File: config.mk
export PLATFORM = sky130hd
export DESIGN_NAME = spi_master_frame
export DESIGN_NICKNAME = d
export VERILOG_FILES = /design/src/rtl/spi_pkg.sv /design/src/rtl/spi_sclk_gen.sv /design/src/rtl/spi_master_frame.sv
export SDC_FILE = /design/constraint.sdc
export NUM_CORES = 1
export LEC_CHECK = 0
export ABC_AREA = 1
export CAP_MARGIN = 10
export CORE_UTILIZATION = 50
export CTS_CLUSTER_DIAMETER = 40
export CTS_CLUSTER_SIZE = 10
export DETAILED_ROUTE_END_ITERATION = 10
export PLACE_DENSITY = 0.82
export SYNTH_ARGS = -nofsm -noshare
export SYNTH_HDL_FRONTEND = slang
export SYNTH_SLANG_ARGS = --single-unit
File: constraint.sdc
create_clock -name clk -period 4 [get_ports clk]
set_clock_uncertainty 0.05 [all_clocks]
set_input_delay 0.4 -clock clk [delete_from_list [all_inputs] [get_ports clk]]
set_output_delay 0.4 -clock clk [all_outputs]
set_load 0.03 [all_outputs]
File: src/rtl/spi_pkg.sv
// Shared frame layout, FSM state encoding and header helper for the SPI frame master.
// Latency: none (package only).
// Backpressure: none (package only).
package spi_pkg;

  localparam int FRAME_BITS = 40;
  localparam int HDR_BITS   = 8;
  localparam int DATA_BITS  = FRAME_BITS - HDR_BITS;
  localparam int WR_BIT     = 7;
  localparam int ADDR_MSB   = 3;

  typedef enum logic [2:0] {IDLE, SETUP, LOW, HIGH, HOLD, GAP} spim_state_t;

  // Header byte: {wr, 3'b000, addr[3:0]}
  function automatic logic [HDR_BITS-1:0] make_hdr(input logic wr, input logic [ADDR_MSB:0] addr);
    logic [HDR_BITS-1:0] hdr;
    hdr              = '0;
    hdr[WR_BIT]      = wr;
    hdr[ADDR_MSB:0]  = addr;
    return hdr;
  endfunction

endpackage

File: src/rtl/spi_sclk_gen.sv
// SCLK phase timer: counts CLK_DIV clk cycles per SCLK half-period and flags the last one.
// Latency: phase_end is combinational from the counter; first tick CLK_DIV cycles after en rises.
// Backpressure: none; counter is held at 0 whenever en is low.
module spi_sclk_gen #(
  parameter int CLK_DIV = 4
) (
  input  logic clk,
  input  logic reset,
  input  logic en,
  output logic phase_end
);

  localparam int CW = (CLK_DIV > 1) ? $clog2(CLK_DIV) : 1;
  localparam logic [CW-1:0] LAST = CW'(CLK_DIV - 1);

  logic [CW-1:0] div_cnt;

  // Free-running phase counter while a frame is active, wrapping at CLK_DIV-1
  always_ff @(posedge clk or posedge reset) begin
    if (reset) begin
      div_cnt <= '0;
    end else if (!en || div_cnt == LAST) begin
      div_cnt <= '0;
    end else begin
      div_cnt <= div_cnt + CW'(1);
    end
  end

  assign phase_end = en && (div_cnt == LAST);

endmodule

File: src/rtl/spi_master_frame.sv
// SPI mode-0 master sending one 40-bit {hdr, data} frame per accepted start, capturing MISO.
// Latency: done pulses 83*CLK_DIV+1 clk cycles after the accept cycle.
// Backpressure: start is ignored while busy (through the done cycle); no queueing.
module spi_master_frame
  import spi_pkg::*;
#(
  parameter int CLK_DIV = 4
) (
  input  logic        clk,
  input  logic        reset,
  input  logic        start,
  input  logic        wr,
  input  logic [3:0]  addr,
  input  logic [31:0] wdata,
  output logic        busy,
  output logic        done,
  output logic [31:0] rdata,
  output logic        SPI_CLK,
  output logic        SPI_CS,
  output logic        SPI_MOSI,
  input  logic        SPI_MISO
);

  spim_state_t state;

  // Holds the bits still to be sent after the one currently on MOSI, MSB next.
  logic [FRAME_BITS-2:0] tx_sr;
  // Only the data bits are kept; header-period MISO bits shift out of the top.
  logic [DATA_BITS-1:0]  rx_sr;
  logic [5:0]            bit_cnt;
  logic [FRAME_BITS-1:0] load_frame;
  logic                  phase_end;
  logic                  run;
  logic                  accept;

  assign load_frame = {make_hdr(wr, addr), (wr ? wdata : 32'h0)};
  assign accept     = (state == IDLE) && start && !busy;
  assign run        = (state != IDLE);

  spi_sclk_gen #(
    .CLK_DIV (CLK_DIV)
  ) u_sclk_gen (
    .clk       (clk),
    .reset     (reset),
    .en        (run),
    .phase_end (phase_end)
  );

  // Frame sequencer: CS/SCLK/MOSI generation, MISO capture and done/busy handshake
  always_ff @(posedge clk or posedge reset) begin
    if (reset) begin
      state    <= IDLE;
      tx_sr    <= '0;
      rx_sr    <= '0;
      bit_cnt  <= '0;
      busy     <= 1'b0;
      done     <= 1'b0;
      rdata    <= '0;
      SPI_CLK  <= 1'b0;
      SPI_CS   <= 1'b1;
      SPI_MOSI <= 1'b0;
    end else begin
      done <= 1'b0;
      case (state)
        IDLE: begin
          // busy stays high through the done cycle, so a start there is dropped
          busy <= 1'b0;
          if (accept) begin
            tx_sr    <= load_frame[FRAME_BITS-2:0];
            rx_sr    <= '0;
            bit_cnt  <= '0;
            busy     <= 1'b1;
            SPI_CS   <= 1'b0;
            SPI_MOSI <= load_frame[FRAME_BITS-1];
            state    <= SETUP;
          end
        end
        SETUP: begin
          if (phase_end) state <= LOW;
        end
        LOW: begin
          if (phase_end) begin
            SPI_CLK <= 1'b1;
            rx_sr   <= {rx_sr[DATA_BITS-2:0], SPI_MISO};
            bit_cnt <= bit_cnt + 6'd1;
            state   <= HIGH;
          end
        end
        HIGH: begin
          if (phase_end) begin
            SPI_CLK <= 1'b0;
            if (bit_cnt == 6'(FRAME_BITS)) begin
              state <= HOLD;
            end else begin
              SPI_MOSI <= tx_sr[FRAME_BITS-2];
              tx_sr    <= {tx_sr[FRAME_BITS-3:0], 1'b0};
              state    <= LOW;
            end
          end
        end
        HOLD: begin
          if (phase_end) begin
            SPI_CS   <= 1'b1;
            SPI_MOSI <= 1'b0;
            state    <= GAP;
          end
        end
        GAP: begin
          // CS-high gap lets the slave see the frame boundary before the next start
          if (phase_end) begin
            done  <= 1'b1;
            rdata <= rx_sr;
            state <= IDLE;
          end
        end
        default: state <= IDLE;
      endcase
    end
  end

endmodule

# Word-level counts from Yosys, hierarchy flattened
# Index checks and enable logic that the tools add are counted.
dict set report classes {
  muxes 32
  add_sub_neg 2
  n_eq_ne 14
  reduce_logical 20
}
# op n
set op_table {}
lappend op_table {{39-bit two-way mux} 3}
lappend op_table {{32-bit two-way mux} 3}
lappend op_table {{39-bit case mux with 2 select lines} 1}
lappend op_table {{32-bit case mux with 2 select lines} 1}
lappend op_table {{3-bit two-way mux} 7}
lappend op_table {{3-bit case mux with 6 select lines} 1}
lappend op_table {{2-bit != test (second input constant)} 7}
lappend op_table {{6-bit two-way mux} 2}
lappend op_table {{6-bit case mux with 2 select lines} 1}
lappend op_table {{1-bit two-way mux} 9}
lappend op_table {{3-bit AND reduction} 3}
lappend op_table {{2-bit nonzero test} 4}
lappend op_table {{6-bit by 1-bit adder with 6-bit output (second input constant)} 1}
lappend op_table {{3-bit by 2-bit equality test with 1-bit output (second input constant)} 2}
lappend op_table {{3-bit equality test (second input constant)} 2}
lappend op_table {{6-bit equality test (second input constant)} 1}
lappend op_table {{6-bit AND reduction} 1}
lappend op_table {{3-bit nonzero test} 2}
lappend op_table {{5-bit AND reduction} 1}
lappend op_table {{1-bit case mux with 2 select lines} 2}
lappend op_table {{4-bit AND reduction} 1}
lappend op_table {{3-bit by 1-bit equality test with 1-bit output (second input constant)} 1}
lappend op_table {{1-bit logical AND} 3}
lappend op_table {{3-bit zero test} 1}
lappend op_table {{7 further kinds} 8}
dict set report word_totals {
  regBits 119
  in_bits 41
}

# Logic depth before layout (Yosys ltp)
# Gate-level depths: netlist of run 1.
dict set report depth {
  ltp_word 5
  ltp_mapped 12
  mapped_depth_nobuf 10
}

# Hierarchy
# From an unflattened synthesis of run 1, not the netlist that was laid out.
dict set report hier_totals {
  hier_cells 616
  area_unflattened_um2 5221.3
}
# module instances area_each_um2 cells_per_inst
set modules_own_cells {}
lappend modules_own_cells {spi_master_frame 1 5128.7 605}
lappend modules_own_cells {spi_sclk_gen 1 92.6 11}

# Worst setup path after synthesis of run 1
# Ideal clock, no wire load.
dict set report synth_path {
  path_type {reg2reg}
  from {reg bit_cnt[0]}
  to {reg tx_sr[1]}
  setup_slack_ps 2492
  synth_period_minus_slack_ps 1508
  path_stages_with_launch 12
  arrival_ps 1342
  cell_sequence {dfrtp_1 -> inv_1 -> ha_1 -> nand2_1 -> inv_1 -> nand3_1 -> nand2_1 -> nand2_2 -> buf_4 -> buf_4 -> nand3_1 -> nand2_1}
}
dict set report synth_between {
  elab_chain_len 3
}
# item line_no
set synth_lines {}
lappend synth_lines {{start, declared} spi_master_frame.sv:30} ;# logic [5:0] bit_cnt;
lappend synth_lines {{start signal, assigned} spi_master_frame.sv:85} ;# bit_cnt <= bit_cnt + 6'd1;
lappend synth_lines {{6-bit equality test} spi_master_frame.sv:92} ;# if (bit_cnt == 6'(FRAME_BITS)) begin
lappend synth_lines {{2-bit != test (no source line)} -}
lappend synth_lines {{4-bit AND reduction (no source line)} -}
lappend synth_lines {{end signal, assigned} spi_master_frame.sv:69} ;# tx_sr <= load_frame[FRAME_BITS-2:0];
lappend synth_lines {{end signal, assigned} spi_master_frame.sv:96} ;# tx_sr <= {tx_sr[FRAME_BITS-3:0], 1'b0};
lappend synth_lines {{end, declared} spi_master_frame.sv:27} ;# logic [FRAME_BITS-2:0] tx_sr;
# No other way between the ends.
# A chain may end at the register's enable or synchronous reset.

# Final worst setup path of run 1
dict set report layout_path {
  from {reg state[2]}
  to {reg tx_sr[23]}
}
dict set report layout_between {
  elab_chain_len 5
  word_cells_on_any_way 12
  cone_classes {eq/ne (4); mux (1); reduce/logical (7)}
}
# item line_no
set layout_lines {}
lappend layout_lines {{start, declared} spi_master_frame.sv:24} ;# spim_state_t state;
lappend layout_lines {{start signal, assigned} spi_master_frame.sv:52} ;# state <= IDLE;
lappend layout_lines {{start signal, assigned} spi_master_frame.sv:75} ;# state <= SETUP;
lappend layout_lines {{start signal, assigned} spi_master_frame.sv:79} ;# if (phase_end) state <= LOW;
lappend layout_lines {{3-bit zero test} {spi_master_frame.sv:37, spi_master_frame.sv:64}}
lappend layout_lines {{1-bit logical AND (2 in series)} spi_master_frame.sv:37} ;# assign accept = (state == IDLE) && start && !busy;
lappend layout_lines {{2-bit != test (no source line)} -}
lappend layout_lines {{4-bit AND reduction (no source line)} -}
# Parallel ways exist; a longest one is shown, timed or not.

==> results of run 1 <==
[per-stage QoR]
| stage | setup slack [ns] | total power [uW] | area, um^2 | utilization | hold slack, ns |
|---|---|---|---|---|---|
| global route | 0.533 | 2810 | 6570 | 0.660 | 0.396 |
| finish | 0.768 | 2730 | 6570 | 0.660 | 0.322 |
| CTS | 0.841 | 2740 | 6570 | 0.660 | 0.341 |
| global placement | 1.05 | 1320 | 6010 | 0.604 | 0.368 |
| floorplan | 0.394 | 1270 | 5230 | - | 0.358 |
| detailed placement | 0.861 | 1330 | 6010 | 0.604 | 0.380 |
[power groups by stage]
stage          Sequential [uW]  Clock [uW]  Combinational [uW]
3_3_place_gp              1230           0                94.5
2_1_floorplan             1230           0                42.2
3_5_place_dp              1230           0                96.1
5_1_grt                   1210        1490                 107
4_1_cts                   1210        1430                97.5
6_report                  1210        1420                95.7
[per-layer routing]
| metal | vias up | GRT usage | share of wire |
|---|---|---|---|
| li1 | 2120 | - | - |
| met1 | 2167 | 0.290 | 0.42 |
| met2 | 127 | 0.390 | 0.52 |
| met3 | 20 | 0.0526 | 0.041 |
| met4 | 0 | 0.0959 | 0.015 |
| met5 | - | 0 | 0 |
[logic make-up after synthesis]
| logic type | after synthesis | synth area share |
|---|---|---|
| adders and majority gates | 3 | 0.00717 |
| and+or+nand+nor | 331 | 0.267 |
| DFF | 119 | 0.569 |
| buffers and inverters | 87 | 0.0748 |
| AOI/OAI and AO/OA | 77 | 0.0815 |
[registers in the layout (all words and copies together), names as in the netlist]
name	flops
rdata	32
done	1
SPI_CLK	1
SPI_MOSI	1
busy	1
state	3
tx_sr	39
rx_sr	32
SPI_CS	1
u_sclk_gen.div_cnt	2
bit_cnt	6
[worst register-to-register path, cell delays in order, from the launching register on]
cell and delay [ns]:
dfrtp_1 0.45, inv_2 0.14, nand3_2 0.60, inv_2 0.22, nand2_1 0.11, nand2_2 0.57
nand2_2 0.66, nand2_1 0.24, nand2_1 0.08
[final cells by class]
class | instances | area share
clock buffer | 17 | 0.0631
clock inverter | 15 | 0.0219
inverter | 50 | 0.0290
multi-input combinational | 411 | 0.284
sequential | 119 | 0.454
tap | 133 | 0.0253
timing repair buffer | 80 | 0.123
[worst min path at each step]
stage                                      from                    end  slack (ns)  cells past startpoint
after floorplan           u_sclk_gen.div_cnt[0]  u_sclk_gen.div_cnt[0]        0.36                      1
after detailed placement  u_sclk_gen.div_cnt[0]  u_sclk_gen.div_cnt[0]        0.38                      1
after global placement    u_sclk_gen.div_cnt[0]  u_sclk_gen.div_cnt[0]        0.37                      1
after CTS                                 reset              rdata[19]        0.34                      2
after global routing                      reset              rdata[18]        0.40                      2
final                                     reset              rdata[19]        0.32                      2
[cell usage in the layout (no fill, tap or decap), types with 3 or more instances in the layout]
master	instances
clkinv_4	4
inv_6	4
ha_1	3
inv_2	5
nor2_1	10
o21ai_1	30
o22ai_1	31
nand3_1	78
clkdlybuf4s50_1	77
dfrtp_1	118
nand2_1	226
clkinvlp_4	3
o21ai_0	13
inv_1	44
clkbuf_16	16
nand3b_1	3
nand2_2	5
==> results.cfg, run 1 <==
[placed_design]
globalplace.congestion = 0.836
place_inst = 793
dp_hpwl_um = 7040
placement.io_buffers = 77

[sta]
setup-violations-final = 0
hold_viol_final = 0
fmax_mhz = 309
fin_tns_setup_ns = 0
period_needed_ns = 3.23
final_max_slew_viol_count = 0
timing.slew.headroom = 0.243
fin_crit_sh = 0.808
worst_pin_slew_ns = 1.13
setup_repair_after_global_routing_missed_its_margin = false

[setup_path]
critical_path.cell_chain = inv_2, nand3_2, inv_2, nand2_1, nand2_2, nand2_2, nand2_1, nand2_1
setup.reg_to_reg.worst_slack_ns = 0.77
critical_path_rt_ns = 4.34
critical_path_buf_inv_count = 2
path_length_in_cells_of_the_critical_path = 8
crit_path_top_delay_cell = nand2_2
worst_setup_path_startpoint = state[2]
worstReg2RegEnd = tx_sr[23]
timing.critical_path.to_type = flop
worst-r2r-cell-count = 8
cpLargestDelayFamily = simple AND/OR/NAND/NOR gates
cp_common_cell = nand2_1
crit_fanout = 40
critPathKind = reg2reg
critical_path.startpoint_type = flop
worst_r2r_startpoint = state[2]
slowest_delay_ns = 0.65
timing.critical_path.arrival_ns = 3.58
worst_setup_path_endpoint = tx_sr[23]

[logic_synthesis]
synth_top_area_cell = dfrtp_1
ys_async_sr_fraction = 1.00
yosysMostFrequentCell = nand2_1
synth_enable_flop_cells = 0
syn_area_per_cell_um2 = 8.48
post_synth_main_area_contributors = dfrtp_1, nand2_1, nand3_1, o22ai_1, inv_1
synth_seq_area_share = 0.569
post_synth_instance_area_mm2 = 0.00523
ys_dominant_reg_cell = dfrtp_1
yosysUniqueCellTypes = 25
yosys_register_bits = 119
synth_nets = 661
synthesis.instances = 617
synth_common_cells = nand2_1, dfrtp_1, nand3_1
synth_warnings = 0
synth_top_cell_area_share = 0.564

[global_routing]
vias_in_the_first_global_route = 4393
grt_antenna_before_repair = 0
groute.usage.overall = 0.233
grt_start_max_net_pins = 66
wire_length_of_the_first_global_routing_pass_um = 20200
grt_overflow_total = 0

[pwr]
sequentialPowerShare = 0.443
leakage_uw = 0.00341
power.share.switching = 0.234
internal_power_uw = 2090
power_density_mw_per_mm2 = 415
combinational_cell_fraction_of_total_power = 0.035
clock_power_share = 0.522
peakVddDrop_mv = 0.270
net-switching-power_uw = 639

[worst_hold_path]
hp-class = in2async

[route]
drt-pass1-iter-count = 8
detail_route.vias_per_cell = 5.37
drtIter0Drc = 378
remaining_drc_errors = 0
drt_wl_total_um = 11900
postRouteAntennaNets = 0
route.detailed.wl_per_inst_um = 14.4
via_count = 4434

[clock_tree]
post_cts_buffers = 0
insertion_delay_ns = 0.51
clock_tree_from_tritoncts = yes
cts_buffers = 17
cts.root.buffer_cell = clkbuf_8
cts_buffer_depth = 2
post_cts_resized = 0
hold_bufs_inserted_after_cts = 0
cts.sinks = 119
htreeDepth = 4
clk_pin_slew_worst_paths_ns = 0.06

[cells_and_area]
finish.cell_count_without_fillers = 825
layout.nets = 723
post_route_cells_drive_above_1_share = 0.0766
layout.area.seq_mm2 = 0.00298
n_fill_cell = 762
multi_input_comb_area_mm2 = 0.00187
antenna_cells_inserted = 0
synthToLayoutAreaGrowth_pct = 25.5

[floorplan]
placement_rows = 36
floorplan.die.width_um = 104
core_mm2 = 0.00995
design.die.area_mm2 = 0.0109
ios = 78
starting_density_of_the_core = 0.526
fp.dieH_um = 104

[outcome]
status = finished clean

[job]
cap_viol_max_count = 0
(Power assumes the default switching activity.)
==> run 2, diff against run 1 <==
clock period = 3.15 ns   (was 4 ns; I/O delays follow)
==> results.cfg, run 2 (synthesis gave the netlist of run 1 again) <==
[floorplan]
floorplan.die.width_um = 104
placement_rows = 36
fp.dieH_um = 104
core_mm2 = 0.00995
design.die.area_mm2 = 0.0109
ios = 78
starting_density_of_the_core = 0.526

[sta]
hold_viol_final = 0
fin_tns_setup_ns = 0
setup_repair_after_global_routing_missed_its_margin = false
fmax_mhz = 377
final_max_slew_viol_count = 0
setup-violations-final = 0
timing.slew.headroom = 0.387
period_needed_ns = 2.65
fin_crit_sh = 0.842
worst_pin_slew_ns = 0.919

[route]
drt_wl_total_um = 11800
detail_route.vias_per_cell = 5.36
postRouteAntennaNets = 0
route.detailed.wl_per_inst_um = 14.2
drtIter0Drc = 298
remaining_drc_errors = 0
via_count = 4431
drt-pass1-iter-count = 5

[clock_tree]
hold_bufs_inserted_after_cts = 0
cts.root.buffer_cell = clkbuf_8
clock_tree_from_tritoncts = yes
cts_buffer_depth = 2
cts_buffers = 17
htreeDepth = 4
clk_pin_slew_worst_paths_ns = 0.06
post_cts_resized = 0
insertion_delay_ns = 0.52
post_cts_buffers = 0
cts.sinks = 119

[cells_and_area]
largestRegisters = tx_sr (39), rdata (32), rx_sr (32)
most-common-layout-cells = nand2_1, dfrtp_1, nand3_1, clkdlybuf4s50_1, inv_1
synthToLayoutAreaGrowth_pct = 26.6
post_route_cells_drive_above_1_share = 0.0764
n_fill_cell = 734
largest_reg_flops = 39
antenna_cells_inserted = 0
top_register = tx_sr
post-route-util = 0.665
leading_cell_type_in_the_layout_fill_and_taps_excluded = nand2_1
layout.nets = 727

[setup_path]
timing.critical_path.to_type = flop
critical_path.startpoint_type = flop
cpLargestDelayFamily = simple AND/OR/NAND/NOR gates
crit_path_top_delay_cell = nand2_2
slowest_delay_ns = 0.60
critPathKind = reg2reg
critical_path_buf_inv_count = 3
critical_path_rt_ns = 3.50
timing.critical_path.arrival_ns = 3.00
critical_path.cell_chain = inv_2, nand3_2, buf_4, nor2_4, inv_2, nand2_2, nand2_1, nand2_1
crit_fanout = 40

[pwr]
internal_power_uw = 2870
net-switching-power_uw = 706
power.share.switching = 0.197
leakage_uw = 0.00344
sequentialPowerShare = 0.429
combinational_cell_fraction_of_total_power = 0.034
clock_power_share = 0.537
finalPower_uw = 3580
peakVddDrop_mv = 0.292
power_density_mw_per_mm2 = 540

[outcome]
status = finished clean

[global_routing]
groute.usage.overall = 0.231
vias_in_the_first_global_route = 4253
grt_overflow_total = 0
grt_antenna_before_repair = 0
grt_start_max_net_pins = 78
wire_length_of_the_first_global_routing_pass_um = 19900

[placed_design]
placement.io_buffers = 77
dp_hpwl_um = 7000
globalplace.congestion = 0.888

[worst_hold_path]
hp-class = in2async

[job]
cap_viol_max_count = 0
## run 2: cell types whose count changed in the layout (fill, tap and decap cells not counted), sizes merged
| cell | change |
|---|---|
| clkinv | -4 |
| bufinv | +2 |
| buf | +4 |
| clkbuf | +6 |
| inv | -6 |
## run 2: power groups by stage
| stage | sequential (uW) | clock [uW] | combinational (uW) |
|---|---|---|---|
| finish | 1540 | 1920 | 121 |
| floorplan | 1560 | 0 | 53.9 |
| global placement | 1560 | 0 | 120 |
| global route | 1530 | 2010 | 135 |
| CTS | 1540 | 1950 | 124 |
| detailed placement | 1560 | 0 | 122 |
## run 2: per-stage QoR
| stage | cell area (um^2) | worst slack, ns | cells | hold WS, ns |
|---|---|---|---|---|
| 2_1_floorplan | 5240 | 1.33 | 617 | 0.358 |
| 3_3_place_gp | 6030 | 0.684 | 797 | 0.368 |
| 3_5_place_dp | 6030 | 0.609 | 797 | 0.393 |
| 4_1_cts | 6620 | 0.543 | 827 | 0.285 |
| 5_1_grt | 6620 | 0.285 | 827 | 0.322 |
| 6_report | 6620 | 0.499 | 827 | 0.281 |
## run 2: final cells by class
class / count / area, um^2 / share of cell area
clock inverters: 7 / 119 / 0.0179
well taps: 133 / 166 / 0.0251
inverters: 50 / 191 / 0.0289
repair buffers: 84 / 823 / 0.124
multi-input cells: 411 / 1870 / 0.282
flip-flops and latches: 119 / 2980 / 0.450
clock buffers: 23 / 477 / 0.0720
## run 2: final timing paths
| kind | slack [ns] | to | cells past startpoint | start |
|---|---|---|---|---|
| max | 0.50 | tx_sr[38] | 8 | state[2] |
| min | 0.28 | tx_sr[22] | 3 | reset |
| max reg2reg | 0.50 | tx_sr[38] | 8 | state[2] |
| min reg2reg | 0.39 | u_sclk_gen.div_cnt[0] | 1 | u_sclk_gen.div_cnt[0] |
| max in group asynchronous | 2.03 | rdata[9] | 3 | reset |
| min in group clk | 0.39 | u_sclk_gen.div_cnt[0] | 1 | u_sclk_gen.div_cnt[0] |
## run 2: metal layers
layer / vias to the layer above / routed length (um) / part of all wire / global-route usage
li1: 2131 / - / - / -
met1: 2128 / 4990 / 0.42 / 0.297
met2: 147 / 6020 / 0.51 / 0.367
met3: 25 / 524 / 0.045 / 0.0526
met4: 0 / 240 / 0.020 / 0.120
met5: - / 0 / 0 / 0
## run 2: worst register-to-register path, stage by stage, from the launching register on
cell and delay [ns]:
dfrtp_1 0.45, inv_2 0.11, nand3_2 0.07, buf_4 0.37
nor2_4 0.06, inv_2 0.49, nand2_2 0.61, nand2_1 0.24
nand2_1 0.09
==> run 3, diff against run 2 <==
clock period = 2.8 ns   (was 3.15 ns; I/O delays follow)
==> results.cfg, run 3 (synthesis gave the netlist of run 1 again) <==
[global_routing]
grt_start_max_net_pins = 120
groute.usage.overall = 0.234
grt_overflow_total = 0
vias_in_the_first_global_route = 4228
grt_antenna_before_repair = 0
wire_length_of_the_first_global_routing_pass_um = 20200

[route]
drt_wl_total_um = 11900
drt-pass1-iter-count = 5
postRouteAntennaNets = 0
route.detailed.wl_per_inst_um = 14.4
remaining_drc_errors = 0
detail_route.vias_per_cell = 5.27
via_count = 4375
drtIter0Drc = 259

[cells_and_area]
final_area_mm2 = 0.00664
largest_reg_flops = 39
leading_cell_type_in_the_layout_fill_and_taps_excluded = nand2_1
antenna_cells_inserted = 0
largestRegisters = tx_sr (39), rdata (32), rx_sr (32)
most-common-layout-cells = nand2_1, dfrtp_1, nand3_1, clkdlybuf4s50_1, inv_1
post_route_cells_drive_above_1_share = 0.0832
top_register = tx_sr
synthToLayoutAreaGrowth_pct = 26.8
layout.nets = 728

[placed_design]
dp_hpwl_um = 6970
placement.io_buffers = 77
globalplace.congestion = 0.819
postPlaceCellArea_mm2 = 0.00605

[sta]
setup_repair_after_global_routing_missed_its_margin = false
final_max_slew_viol_count = 0
fmax_mhz = 461
worst_pin_slew_ns = 0.737
setup-violations-final = 0
timing.slew.headroom = 0.507
fin_tns_setup_ns = 0
period_needed_ns = 2.17
hold_viol_final = 0
fin_crit_sh = 0.775

[setup_path]
critPathKind = reg2reg
timing.critical_path.to_type = flop
critical_path_rt_ns = 3.15
worst-r2r-cell-count = 8
worst_r2r_startpoint = state[2]
setup.reg_to_reg.worst_slack_ns = 0.63
crit_fanout = 39
timing.critical_path.arrival_ns = 2.52
critical_path.startpoint_type = flop
worstReg2RegEnd = tx_sr[14]

[pwr]
power_density_mw_per_mm2 = 602
finalPower_uw = 3990
peakVddDrop_mv = 0.364
leakage_uw = 0.00344

[clock_tree]
post_cts_buffers = 0
cts.root.buffer_cell = clkbuf_8
cts_buffers = 17
post_cts_resized = 0
clk_pin_slew_worst_paths_ns = 0.06
cts_buffer_depth = 2
insertion_delay_ns = 0.52
hold_bufs_inserted_after_cts = 0
clock_tree_from_tritoncts = yes
cts.sinks = 119
htreeDepth = 4

[floorplan]
fp.dieH_um = 104
placement_rows = 36
core_mm2 = 0.00995
ios = 78
floorplan.die.width_um = 104
design.die.area_mm2 = 0.0109
starting_density_of_the_core = 0.526

[worst_hold_path]
hp-class = in2async

[job]
cap_viol_max_count = 0

[outcome]
status = finished clean
==> run 3: cell types whose count changed in the layout (fill, tap and decap cells not counted), sizes merged <==
cell	change
bufinv	-1
inv	+2
clkinv	+4
buf	+1
clkinvlp	+1
clkbuf	-4
==> run 3: how the worst max path moves through the flow <==
stage / slack [ns] / startpoint / cells after the start / end
6_report: 0.63 / state[2] / 8 / tx_sr[14]
5_1_grt: 0.45 / state[2] / 8 / tx_sr[14]
4_1_cts: 0.65 / state[2] / 8 / tx_sr[14]
3_5_place_dp: 0.73 / state[2] / 8 / tx_sr[34]
3_3_place_gp: 0.82 / state[2] / 8 / tx_sr[36]
2_1_floorplan: 1.02 / reset / 1 / SPI_CLK
==> run 3: cell type report <==
type	instances	area [um^2]
inverter	50	191
fill	724	3320
clock buffer	19	442
tap	133	166
clock inverter	13	148
timing repair buffer	85	843
sequential	119	2980
multi-input combinational	411	1870
==> run 3: per-stage QoR <==
| step | hold WS, ns | util | setup WS, ns | instances |
|---|---|---|---|---|
| CTS | 0.282 | 0.667 | 0.651 | 830 |
| global placement | 0.370 | 0.607 | 0.823 | 798 |
| floorplan | 0.351 | - | 1.02 | 617 |
| detailed placement | 0.388 | 0.607 | 0.727 | 798 |
| global route | 0.299 | 0.667 | 0.452 | 830 |
| finish | 0.263 | 0.667 | 0.630 | 830 |
==> run 3: worst max-delay path: stages (launching register included) <==
cell and delay (ns):
dfrtp_1 0.45, inv_2 0.16, nand3_2 0.28, inv_2 0.15, nand2_1 0.12, nand2_2 0.09
nand2_2 0.42, nand2_1 0.23, nand2_1 0.09
==> run 3: metal layers <==
layer / up-vias / track usage / wire (um)
li1: 2128 / - / -
met1: 2124 / 0.300 / 5280
met2: 105 / 0.381 / 5980
met3: 18 / 0.0589 / 468
met4: 0 / 0.0929 / 225
met5: - / 0 / 0
==> run 3: power breakdown <==
group	switching (uW)	internal [uW]
clock network	809	1320
registers	1.40	1730
logic	69.2	67.6
total	879	3110
